File: config.mk
export PLATFORM = sky130hd
export DESIGN_NAME = pipeline_result_accumulator_flat
export DESIGN_NICKNAME = d
export VERILOG_FILES = /design/src/rtl/pipeline_result_accumulator_if.sv /design/src/rtl/pipeline_result_accumulator.sv /design/src/flat_wrapper.sv
export SDC_FILE = /design/constraint.sdc
export NUM_CORES = 1
export LEC_CHECK = 0
export BUFFER_PORTS_ARGS = -buffer_cell sky130_fd_sc_hd__buf_2
export CORE_ASPECT_RATIO = 0.7
export CORE_MARGIN = 2
export CORE_UTILIZATION = 52
export CTS_CLUSTER_DIAMETER = 120
export DETAILED_ROUTE_END_ITERATION = 12
export PLACE_DENSITY = 0.76
export RECOVER_POWER = 100
export SYNTH_ARGS = -nofsm -noshare
export SYNTH_HDL_FRONTEND = slang
export SYNTH_SLANG_ARGS = --single-unit
File: constraint.sdc
create_clock -name clk -period 2.6 [get_ports clk]
set_input_delay 0.39 -clock clk [delete_from_list [all_inputs] [get_ports clk]]
set_output_delay 0.39 -clock clk [all_outputs]
set_load 0.005 [all_outputs]
File: src/rtl/pipeline_result_accumulator_if.sv
// rtl/pipeline_result_accumulator_if.sv - input/output stream bundle for the result accumulator
interface pipeline_result_accumulator_if #(
    parameter int DW = 16,
    parameter int SW = 20
);
    logic          in_valid;
    logic [DW-1:0] in_data;
    logic          in_ready;
    logic          out_valid;
    logic          out_ready;
    logic [SW-1:0] out_sum;
    logic [DW-1:0] out_max;

    modport master (
        output in_valid, in_data, out_ready,
        input  in_ready, out_valid, out_sum, out_max
    );

    modport slave (
        input  in_valid, in_data, out_ready,
        output in_ready, out_valid, out_sum, out_max
    );
endinterface

File: src/rtl/pipeline_result_accumulator.sv
// rtl/pipeline_result_accumulator.sv - windowed sum/max accumulator with single-entry output register
module pipeline_result_accumulator #(
    parameter int WIN = 4,
    parameter int DW  = 16,
    parameter int SW  = 20,
    parameter int CW  = 4
) (
    input  logic                          clk,
    input  logic                          rst,
    input  logic                          clear,
    pipeline_result_accumulator_if.slave  bus,
    output logic [CW-1:0]                 win_cnt
);

    logic [SW-1:0] acc_sum;
    logic [DW-1:0] acc_max;
    logic          last_slot;
    logic          take;
    logic [SW-1:0] next_sum;
    logic [DW-1:0] next_max;

    // Only the window-finishing sample has to wait for the output register to drain.
    assign last_slot    = (win_cnt == CW'(WIN - 1));
    assign bus.in_ready = !(last_slot && bus.out_valid && !bus.out_ready);
    assign take         = bus.in_valid && bus.in_ready && !clear;

    // The first sample of a window loads the max directly so a previous window never leaks in.
    always_comb begin
        next_sum = acc_sum + SW'(bus.in_data);
        next_max = acc_max;
        if (win_cnt == '0 || bus.in_data > acc_max) begin
            next_max = bus.in_data;
        end
    end

    // Accumulation, window completion and the output handshake share one register update.
    always_ff @(posedge clk) begin
        if (!rst) begin
            win_cnt       <= '0;
            acc_sum       <= '0;
            acc_max       <= '0;
            bus.out_valid <= 1'b0;
            bus.out_sum   <= '0;
            bus.out_max   <= '0;
        end else begin
            if (bus.out_valid && bus.out_ready) begin
                bus.out_valid <= 1'b0;
            end
            if (clear) begin
                win_cnt <= '0;
                acc_sum <= '0;
            end else if (take) begin
                if (last_slot) begin
                    bus.out_sum   <= next_sum;
                    bus.out_max   <= next_max;
                    bus.out_valid <= 1'b1;
                    win_cnt       <= '0;
                    acc_sum       <= '0;
                end else begin
                    acc_sum <= next_sum;
                    acc_max <= next_max;
                    win_cnt <= win_cnt + CW'(1);
                end
            end
        end
    end

endmodule

File: src/flat_wrapper.sv
// flat-port wrapper written by rule: the top's interface ports become plain ports
module pipeline_result_accumulator_flat 
#(
    parameter int WIN = 4,
    parameter int DW  = 16,
    parameter int SW  = 20,
    parameter int CW  = 4
)
  (clk, rst, clear, win_cnt, bus_in_valid, bus_in_data, bus_out_ready, bus_in_ready, bus_out_valid, bus_out_sum, bus_out_max);
  pipeline_result_accumulator_if #(.DW(DW), .SW(SW)) bus_i ();
  input  logic clk;
  input  logic rst;
  input  logic clear;
  output logic [CW-1:0] win_cnt;
  input wire logic [$bits(bus_i.in_valid)-1:0] bus_in_valid;
  input wire logic [$bits(bus_i.in_data)-1:0] bus_in_data;
  input wire logic [$bits(bus_i.out_ready)-1:0] bus_out_ready;
  output wire logic [$bits(bus_i.in_ready)-1:0] bus_in_ready;
  output wire logic [$bits(bus_i.out_valid)-1:0] bus_out_valid;
  output wire logic [$bits(bus_i.out_sum)-1:0] bus_out_sum;
  output wire logic [$bits(bus_i.out_max)-1:0] bus_out_max;
  assign bus_i.in_valid = bus_in_valid;
  assign bus_i.in_data = bus_in_data;
  assign bus_i.out_ready = bus_out_ready;
  assign bus_in_ready = bus_i.in_ready;
  assign bus_out_valid = bus_i.out_valid;
  assign bus_out_sum = bus_i.out_sum;
  assign bus_out_max = bus_i.out_max;
  pipeline_result_accumulator #(.WIN(WIN), .DW(DW), .SW(SW), .CW(CW)) u_core (.clk(clk), .rst(rst), .clear(clear), .bus(bus_i), .win_cnt(win_cnt));
endmodule
=== After elaboration in Yosys (flattened, before gate mapping) ===
Cells that the tools add are included.

* Bits in registers: 77
* Bits of input ports: 21
* Output and inout port bits: 42
* Word-level logic and storage cells: 33

* Add/subtract/negate cells: 2
* $lt $le $gt $ge: 1
* Equality and inequality tests: 1
* Multiplexer cells: 7
* Bitwise operators: 3
* Reduce and logical (&&, ||, !) cells: 13

{| class="wikitable"
|+ Operators by type and width
! cell !! count
|-
| adder 20 x 16 -> 20 bit || 1
|-
| 2-to-1 mux 20 bit || 1
|-
| greater-than comparator 16 bit || 1
|-
| 2-to-1 mux 16 bit || 1
|-
| AND reduction 3 bit || 2
|-
| logical AND 1 bit || 5
|-
| adder 4 x 1 -> 4 bit (second input constant) || 1
|-
| == test 4 x 2 -> 1 bit (second input constant) || 1
|-
| zero test 4 bit || 1
|-
| 2-to-1 mux 1 bit || 4
|-
| 2-to-1 mux 4 bit || 1
|-
| zero test 1 bit || 3
|-
| inverter 1 bit || 3
|-
| OR reduction 2 bit || 1
|-
| logical OR 1 bit || 1
|}

=== Longest topological paths before layout ===
* Word-level depth: 8
* Depth in mapped cells: 10
* Mapped depth without buffers: 8

=== Worst setup path before layout ===
Ideal clock, no wire load.

* Path kind: in2reg
* Start: input bus_in_data[0]
* End: register u_core.bus.out_sum[14]
* Library setup time: 0.122 ns
* Arrival: 2.335 ns
* Data required time: 2.478 ns
* Slack: 0.143 ns
* Stages: 8
* Path buffers: 0
* Path through: ha_1 > fa_1 > a21o_1 > a221oi_2 > o21ai_1 > a41oi_1 > nor4_1 > a311o_1

* Longest elaborated chain between the ends: 1

{| class="wikitable"
|+ Ends and longest elaborated chain
! item !! RTL line !! RTL
|-
| start, declared || flat_wrapper.sv:16 || <nowiki>input wire logic [$bits(bus_i.in_data)-1:0] bus_in_data;</nowiki>
|-
| adder 20 x 16 -> 20 bit || pipeline_result_accumulator.sv:29 || <nowiki>next_sum = acc_sum + SW'(bus.in_data);</nowiki>
|-
| end signal, assigned || pipeline_result_accumulator.sv:54 || <nowiki>bus.out_sum <= next_sum;</nowiki>
|-
| end, declared || pipeline_result_accumulator_if.sv:21 || <nowiki>output in_ready, out_valid, out_sum, out_max</nowiki>
|}

Every way passes these cells.
A chain may end at the register's enable or synchronous reset.

=== Worst setup path in the final report ===
* Start: register u_core.acc_max[15]
* End: register u_core.bus.out_max[0]

* Longest elaborated chain between the ends: 3

{| class="wikitable"
|+ Ends and longest elaborated chain
! item !! RTL line !! RTL
|-
| start, declared || pipeline_result_accumulator.sv:16 || <nowiki>logic [DW-1:0] acc_max;</nowiki>
|-
| start signal, assigned || pipeline_result_accumulator.sv:61 || <nowiki>acc_max <= next_max;</nowiki>
|-
| greater-than comparator 16 bit || pipeline_result_accumulator.sv:31 || <nowiki>if (win_cnt == '0 || bus.in_data > acc_max) begin</nowiki>
|-
| logical OR 1 bit || pipeline_result_accumulator.sv:31 ||
|-
| 2-to-1 mux 16 bit || pipeline_result_accumulator.sv:31 ||
|-
| end signal, assigned || pipeline_result_accumulator.sv:55 || <nowiki>bus.out_max <= next_max;</nowiki>
|-
| end, declared || pipeline_result_accumulator_if.sv:21 ||
|}

Every way passes these cells.

==> flow_metrics.env <==
export IMPL_seq_area_frac_synth=0.352
export IMPL_ys_seq_elements=77
export IMPL_ys_flop_type="dfxtp_1"
export IMPL_setup_viol_count_final=0
export IMPL_io_pins=63
export IMPL_max_freq_mhz=401
export IMPL_rsz0062_at_grt="false"
export IMPL_holdPathStages=2
export IMPL_core_area_mm2=0.00801
export IMPL_netlist_area_leader_share=0.352
export IMPL_crit_slowest_cell="or3_1"
export IMPL_postCtsHoldBufs=0
export IMPL_min_path_type="in2reg"
export IMPL_cap_violations=0
export IMPL_drive_above_1_share=0.162
export IMPL_dp_cells=679
export IMPL_regArea_mm2=0.00154
export IMPL_power_density_mw_per_mm2=522
export IMPL_synth_enable_flop_cells=0
export IMPL_area_growth_pct=18.1
export IMPL_ant_nets=0
export IMPL_syn_inst=514
export IMPL_cts_buffers_inserted=9
export IMPL_avgSynthCellArea_um2=8.52
export IMPL_drv_slew=0
export IMPL_yosysTopAreaCell="dfxtp_1"
export IMPL_dieWidth_um=114
export IMPL_cts_tree="built"
export IMPL_drtIter0Drc=312
export IMPL_arrival_ns=2.72
export IMPL_stdcell_count=695
export IMPL_grt_max_degree=47
export IMPL_worstMarginPinSlew_ns=0.892
export IMPL_multi_input_area_mm2=0.00266
export IMPL_place_area_mm2=0.00493
export IMPL_status="finished clean"
export IMPL_vias=4130
export IMPL_antenna_cells=0
export IMPL_synthDistinctLibCells=65
export IMPL_port_buffers=62
export IMPL_die_h_um=80.8
export IMPL_ir_drop_mv=0.405
export IMPL_rr_worst_depth=9
export IMPL_wl_per_cell_um=17.0
export IMPL_power_switching_uw=704
export IMPL_p_leak_uw=0.00211
export IMPL_drt_vias_per_instance=5.94
export IMPL_min_period_over_period=0.959
export IMPL_start_kind="register"
export IMPL_intPower_uw=1990
export IMPL_rows=27
export IMPL_antenna_found_initial=0
export IMPL_yosys_warnings=0
export IMPL_drc=0
export IMPL_async_flop_share=0
export IMPL_grt_overflow=0
export IMPL_dr_pass1_iters=5
export IMPL_cts_buffer_depth=2
export IMPL_final_util=0.646
export IMPL_fin_crit_ns=2.49
export IMPL_critPathRequiredTime_ns=2.82
export IMPL_dpl_hpwl_um=8500
export IMPL_crit_fanout=16
export IMPL_comb_power_share=0.125
export IMPL_grt_pass1_vias=3890
export IMPL_endpoint_kind="register"
export IMPL_timing_hold_violations_final=0
export IMPL_htreeDepth=3
export IMPL_nFillCells=679
export IMPL_swShare=0.261
export IMPL_finalClockSkew_ns=0.00327
export IMPL_tns_ns=0
export IMPL_whs_ns=0.335
export IMPL_gp_congestion=0.874
export IMPL_start_util=0.547
export IMPL_nets=646
export IMPL_worst_setup_path_type="reg2reg"
export IMPL_maxSlewHeadroom=0.403
export IMPL_syn_area_mm2=0.00438
export IMPL_final_cell_area_mm2=0.00517
export IMPL_wl_um=11800
export IMPL_synth_top_cells_by_area="dfxtp_1 35%, ha_1 9.7%, nand2_1 6.9%"
export IMPL_clock_power_share=0.424
export IMPL_max_stage_delay_ns=0.37
export IMPL_path_cells="inv_1 > ha_1 > nand4_4 > nor4_4 > a21boi_4 > nor3_2 > or3_1 > buf_6 > o221a_2"
export IMPL_worstSkewPairLatency_ns=0.34
export IMPL_numClockSinks=77
export IMPL_die_area_mm2=0.00918
export IMPL_synth_nets=570
export IMPL_grt_usage=0.261
export IMPL_cts_root_buf="clkbuf_16"
export IMPL_p_seq_frac=0.451
export IMPL_grt_pass1_wl_um=18900
export IMPL_clk_pin_slew_worst_paths_ns=0.06
## stage by stage
step / worst slack [ns] / power [uW]
detailed placement: -0.0594 / 1570
CTS: 0.0249 / 2690
finish: 0.106 / 2700
global placement: -0.0138 / 1560
global route: 0.0208 / 2790
floorplan: 0.143 / 1450
## cells in the mapped netlist, drive strengths merged (3+ instances only)
| cell | instances |
|---|---|
| nand2 | 81 |
| dfxtp | 77 |
| nor2 | 50 |
| a21oi | 39 |
| ha | 34 |
| inv | 23 |
| mux2i | 21 |
| clkbuf | 16 |
| o221a | 16 |
| o21ai | 13 |
| nand3 | 11 |
| xnor2 | 11 |
| buf | 9 |
| nand4 | 9 |
| a22o | 7 |
| nor3 | 7 |
| o211ai | 6 |
| o21a | 6 |
| or3 | 6 |
| a22oi | 5 |
| and3 | 5 |
| nand2b | 5 |
| a211oi | 4 |
| a31oi | 4 |
| o21bai | 4 |
| xor2 | 4 |
| a21o | 3 |
| a311oi | 3 |
| nor2b | 3 |
| nor4 | 3 |
| o31ai | 3 |
## layout by cell type (no fill, tap or decap), types with 4 or more instances in the layout
cell,count
buf_4,16
a22o_1,7
xnor2_1,11
nand3_1,11
buf_2,41
nand4_1,8
clkbuf_1,29
ha_1,34
mux2i_1,21
a22oi_1,5
o21a_1,6
o221a_2,6
o21ai_0,12
nand2b_1,5
or3_1,6
a211oi_1,4
dfxtp_1,77
clkbuf_16,9
o211ai_1,6
xor2_1,4
a31oi_1,4
o221a_1,10
nand2_1,81
and3_1,4
o21bai_1,4
inv_1,23
nor2_1,50
a21oi_1,38
## metal layers
metal	global-route usage	vias up	routed length, um
met1	0.355	1944	5640
met2	0.411	156	5180
met4	0.0902	0	218
li1	-	2008	-
met3	0.0604	22	750
met5	0	-	0
## power groups by stage
stage          clock [uW]  sequential, uW  combinational, uW
3_3_place_gp            0            1240                315
3_5_place_dp            0            1240                326
4_1_cts              1150            1220                329
2_1_floorplan           0            1240                214
6_report             1140            1220                336
5_1_grt              1200            1220                371
## worst max-delay path: cells and delay by family (launching register included)
family                     cells  cell delay (ns)
and+or+nand+nor                4             0.92
AOI/OAI and AO/OA              2             0.50
DFF                            1             0.35
adders and majority gates      1             0.35
buffers and inverters          2             0.24
## state kept, by name (all words and copies together), names as in the netlist
| register | flops |
|---|---|
| u_core.acc_sum | 20 |
| u_core.bus.out_valid | 1 |
| u_core.win_cnt | 4 |
| u_core.bus.out_max | 16 |
| u_core.acc_max | 16 |
| u_core.bus.out_sum | 20 |
## final timing paths
check | slack [ns] | start | end
worst min register to register | 0.45 | u_core.bus.out_sum[10] | u_core.bus.out_sum[10]
worst min-delay path | 0.34 | bus_in_valid | u_core.win_cnt[0]
worst max register to register | 0.11 | u_core.acc_max[15] | u_core.bus.out_max[0]
worst max-delay path | 0.11 | u_core.acc_max[15] | u_core.bus.out_max[0]
## logic make-up after synthesis
group           Yosys count  synth area share
mux                      21            0.0480
xor+xnor                 15            0.0300
fa+ha+maj                35             0.102
compound gates          128             0.215
buf+inv                  48            0.0474
flops                    77             0.352
simple gates            190             0.206
## repair_timing
item,4_1_cts,5_1_grt
resized for setup,0,6
endpoints found under the setup margin,0,17
setup buffers,0,1
## layout make-up
class,instances,share of cell area
well taps,101,0.0244
inverters,23,0.0167
clock buffers,13,0.0484
repair buffers,90,0.0954
multi-input cells,389,0.515
flip-flops and latches,77,0.298
clock inverters,2,0.00194
Note: power is estimated with default switching activity, not from simulation.
